==> src/rtl/c17_bist_ctrl.sv <==
// c17_bist_ctrl: LFSR stimulus, MISR compaction and run sequencing for the c17 self-test.
module c17_bist_ctrl #(
  parameter logic [4:0] SEED      = 5'b00001,
  parameter int         PATTERNS  = 31,
  parameter logic [7:0] MISR_POLY = 8'h1D,
  parameter logic [7:0] GOLDEN    = 8'h00
) (
  input  logic       clk,
  input  logic       reset,
  input  logic       start,
  output logic [4:0] cut_in,
  input  logic [1:0] cut_out,
  output logic       busy,
  output logic       done,
  output logic       pass,
  output logic [7:0] signature,
  output logic [4:0] pat_cnt
);
  typedef enum logic [1:0] {IDLE, RUN, DONE} state_t;
  localparam logic [4:0] SEED_I = (SEED == 5'b0) ? 5'b00001 : SEED;
  localparam logic [4:0] LAST   = 5'(PATTERNS - 1);
  if (PATTERNS < 1 || PATTERNS > 31) begin : g_bad_patterns
    $error("c17_bist_ctrl: PATTERNS must be within 1..31");
  end
  state_t     r_state;
  logic [4:0] r_lfsr, r_cnt;
  logic [7:0] r_misr;
  logic       r_busy, r_done, r_pass;
  logic [4:0] w_lfsr_n;
  logic [7:0] w_misr_n;
  assign w_lfsr_n  = {r_lfsr[3:0], r_lfsr[4] ^ r_lfsr[2]};
  assign w_misr_n  = {r_misr[6:0], 1'b0} ^ (r_misr[7] ? MISR_POLY : 8'h00) ^ {6'b0, cut_out};
  assign cut_in    = r_lfsr;
  assign busy      = r_busy;
  assign done      = r_done;
  assign pass      = r_pass;
  assign signature = r_misr;
  assign pat_cnt   = r_cnt;
  always_ff @(posedge clk) begin
    if (reset) begin
      r_state <= IDLE;
      r_lfsr  <= SEED_I;
      r_misr  <= 8'h00;
      r_cnt   <= 5'd0;
      r_busy  <= 1'b0;
      r_done  <= 1'b0;
      r_pass  <= 1'b0;
    end else begin
      case (r_state)
        IDLE, DONE: if (start) begin
          r_state <= RUN;
          r_lfsr  <= SEED_I;
          r_misr  <= 8'h00;
          r_cnt   <= 5'd0;
          r_busy  <= 1'b1;
          r_done  <= 1'b0;
          r_pass  <= 1'b0;
        end
        RUN: begin
          r_misr <= w_misr_n;
          r_lfsr <= w_lfsr_n;
          r_cnt  <= r_cnt + 5'd1;
          // the final vector's response is folded on this same edge, so judge misr_n
          if (r_cnt == LAST) begin
            r_state <= DONE;
            r_busy  <= 1'b0;
            r_done  <= 1'b1;
            r_pass  <= (w_misr_n == GOLDEN);
          end
        end
        default: r_state <= IDLE;
      endcase
    end
  end
endmodule
==> config.mk <==
export PLATFORM = sky130hd
export DESIGN_NAME = c17_bist_ctrl
export DESIGN_NICKNAME = d
export VERILOG_FILES = /design/src/rtl/c17_bist_ctrl.sv
export SDC_FILE = /design/constraint.sdc
export NUM_CORES = 1
export LEC_CHECK = 0
export CELL_PAD_IN_SITES_DETAIL_PLACEMENT = 1
export CELL_PAD_IN_SITES_GLOBAL_PLACEMENT = 1
export CORE_MARGIN = 8
export CORE_UTILIZATION = 25
export CTS_CLUSTER_SIZE = 8
export DETAILED_ROUTE_END_ITERATION = 10
export GPL_ROUTABILITY_DRIVEN = 0
export PLACE_DENSITY = 0.7
export SYNTH_ARGS = -nofsm -noshare
export SYNTH_HDL_FRONTEND = slang
export SYNTH_SLANG_ARGS = --single-unit
==> constraint.sdc <==
create_clock -name clk -period 1.3 [get_ports clk]
set_input_delay 0.26 -clock clk [delete_from_list [all_inputs] [get_ports clk]]
set_output_delay 0.26 -clock clk [all_outputs]
set_load 0.01 [all_outputs]
==> impl_metrics.py <==
metrics = {
    "layout": {
        "final_util": 0.394,
        "fin_nets": 160,
        "finalInstanceArea_um2": 1440,
        "n_antenna_cell": 0,
        "n_fill_cell": 444,
        "final_cells": 200,
        "drive_above_1_share": 0.237,
        "regArea_um2": 465,
        "multi_input_area_um2": 483,
        "syn2layout_area_growth_pct": 50.7,
    },
    "clocking": {
        "cts-buffers-inserted": 3,
        "clock_path_buffers": 2,
        "root_buffer": "clkbuf_8",
        "clkTransAtPathRegs_ns": 0.09,
        "cts_tree": "done",
        "clkLatencyLatePin_ns": 0.27,
        "cts_sinks": 23,
        "ctsHtreeMaxLevel": 1,
    },
    "route": {
        "viasPerCell": 4.62,
        "routed_wl_um": 2810,
        "avgRoutedWirePerCell_um": 14.0,
        "drt-initial-drc-count": 29,
        "remaining_drc_errors": 0,
        "via_count": 924,
        "antenna_left": 0,
        "dr.pass1.iters": 2,
    },
    "setup_path": {
        "worst-path-max-fanout": 3,
        "worstSetupPathType": "register to output port",
        "endpoint_kind": "output port",
        "crit_arrival_ns": 1.00,
        "worstSetupStartpointType": "register",
        "critPathRequiredTime_ns": 1.04,
        "reg2regPathDepth": 6,
    },
    "synthesis": {
        "synthTopCellsByArea": "dfxtp_1, nor2_1, a22oi_1",
        "synth-seq-cells": 23,
        "synthSimpleGateAreaFrac": 0.236,
        "synth_edf_count": 0,
        "ys_warn_count": 0,
        "synth_compound_area_frac": 0.148,
        "synth_nets": 114,
        "synth_adder_area_share": 0.0261,
        "ys_seq_area_frac": 0.480,
        "synthCells": 107,
        "synth_xor_area_frac": 0.0640,
        "async_flop_share": 0,
        "ys_types": 30,
        "muxShareOfSynthArea": 0.0117,
        "netlist_area_um2": 958,
        "synth_top_family_by_area": "simple AND/OR/NAND/NOR gates",
        "synthFlopType": "dfxtp_1",
        "syn_area_per_cell_um2": 8.96,
        "synth.top_cells.by_count": "dfxtp_1, nor2_1, a22oi_1, a21oi_1, xor2_1",
        "synth_largest_area_cell": "dfxtp_1",
        "synth_top_area_frac": 0.480,
    },
    "floorplanning": {
        "die_area_um2": 6070,
        "core_um2": 3660,
        "die_x_um": 77.9,
        "initial_core_util": 0.262,
        "pin_count": 26,
        "row_count": 22,
        "die_y_um": 77.9,
    },
    "global_route": {
        "track_usage": 0.0919,
        "grt_pass1_wl_um": 4630,
        "grt_pass1_vias": 991,
        "grt_max_degree": 15,
        "grt_overflow_total": 0,
        "antenna_found_initial": 0,
    },
    "timing": {
        "worst_pin_slew_ns": 0.281,
        "min_period_ns": 1.26,
        "final_hold_viol_count": 0,
        "setup_viol": 0,
        "timing.fmax_mhz": 792,
        "min_period_over_period": 0.971,
        "hold_ws_ns": 0.463,
        "setup_tns_ns": 0,
        "slew_viol_final": 0,
        "maxSlewHeadroom": 0.811,
        "fin_skew_ns": 0.00283,
    },
    "place": {
        "placedInstanceArea_um2": 1390,
        "hpwlAfterDp_um": 2110,
        "dp.cells": 194,
        "port_buffers": 25,
    },
    "power": {
        "leakage_nw": 0.678,
        "p_per_area_nw_per_um2": 970,
        "ir_worst_vdd_mv": 0.501,
    },
    "min_path": {
        "hp-class": "register to register",
        "min_path_cells": 2,
    },
    "job": {
        "cap_violations": 0,
    },
    "outcome": {
        "outcome": "finished clean",
    },
}
## flip-flops by register name, summed over array words and instances, names as in the netlist
register	flops
r_state	2
done	1
busy	1
pass	1
pat_cnt	5
cut_in	5
signature	8
## critical path, stage by stage, from the launching register on
cell	delay, ns
dfxtp_2	0.33
buf_4	0.13
dlygate4sd2_1	0.27
## worst paths after layout
path | slack (ns) | start | endpoint
worst min-delay path | 0.46 | done$_SDFFE_PP0P_ | done$_SDFFE_PP0P_
worst min register to register | 0.46 | done$_SDFFE_PP0P_ | done$_SDFFE_PP0P_
worst max-delay path | 0.04 | pat_cnt[0]$_SDFFE_PP0P_ | pat_cnt[0]
worst max register to register | 0.08 | pat_cnt[0]$_SDFFE_PP0P_ | pass$_SDFFE_PP0P_
## cells by family (layout without fill, tap and decap cells)
logic type / Yosys count / after routing
AOI/OAI and AO/OA: 22 / 22
and+or+nand+nor: 45 / 45
DFF: 23 / 23
xor gates and xnor gates: 7 / 7
buffers and inverters: 7 / 52
muxes: 1 / 1
adders and majority gates: 2 / 2
## layout make-up
cell class | instances | area share
timing repair buffer | 46 | 0.264
clock buffer | 3 | 0.0286
tap | 48 | 0.0416
clock inverter | 1 | 0.00347
inverter | 2 | 0.00520
sequential | 23 | 0.322
multi-input combinational | 77 | 0.334
## cells in the final DEF, fill, tap and decap left out, types with 4 or more instances in the layout
master / count
clkdlybuf4s50_1: 4
dfxtp_2: 4
a21oi_1: 9
buf_4: 21
xor2_1: 4
nor2_1: 23
a22oi_1: 9
dfxtp_1: 19
dlygate4sd2_1: 21
## per-stage QoR
stage | setup WS (ns) | power (mW)
final | 0.0380 | 1.40
after global routing | -0.00665 | 1.47
after CTS | 0.00825 | 1.41
after detailed placement | -0.255 | 0.962
after global placement | -0.205 | 0.956
after floorplan | 0.0263 | 0.846
## what timing repair did
| item | CTS | global route |
|---|---|---|
| resized for setup | 23 | 7 |
| endpoints found under the setup margin | 23 | 5 |
| pin swaps | 0 | 0 |
| hold buffers | 0 | 0 |
| buffers inserted | 0 | 2 |
## metal layers
metal / part of all wire / vias up / GRT usage
met5: 0 / - / 0
met4: 0.0043 / 0 / 0.0222
met3: 0.056 / 2 / 0.0403
met2: 0.53 / 16 / 0.170
met1: 0.41 / 445 / 0.0921
li1: - / 461 / -
## report_power, final
group          internal, mW  total, mW  leakage [nW]  switching, mW
Sequential            0.724      0.741         0.188         0.0166
Combinational        0.0990      0.202         0.464          0.103
Clock                 0.214      0.458        0.0255          0.244
Total                  1.04       1.40         0.678          0.363
No activity file was read; power rests on OpenSTA's default activity.
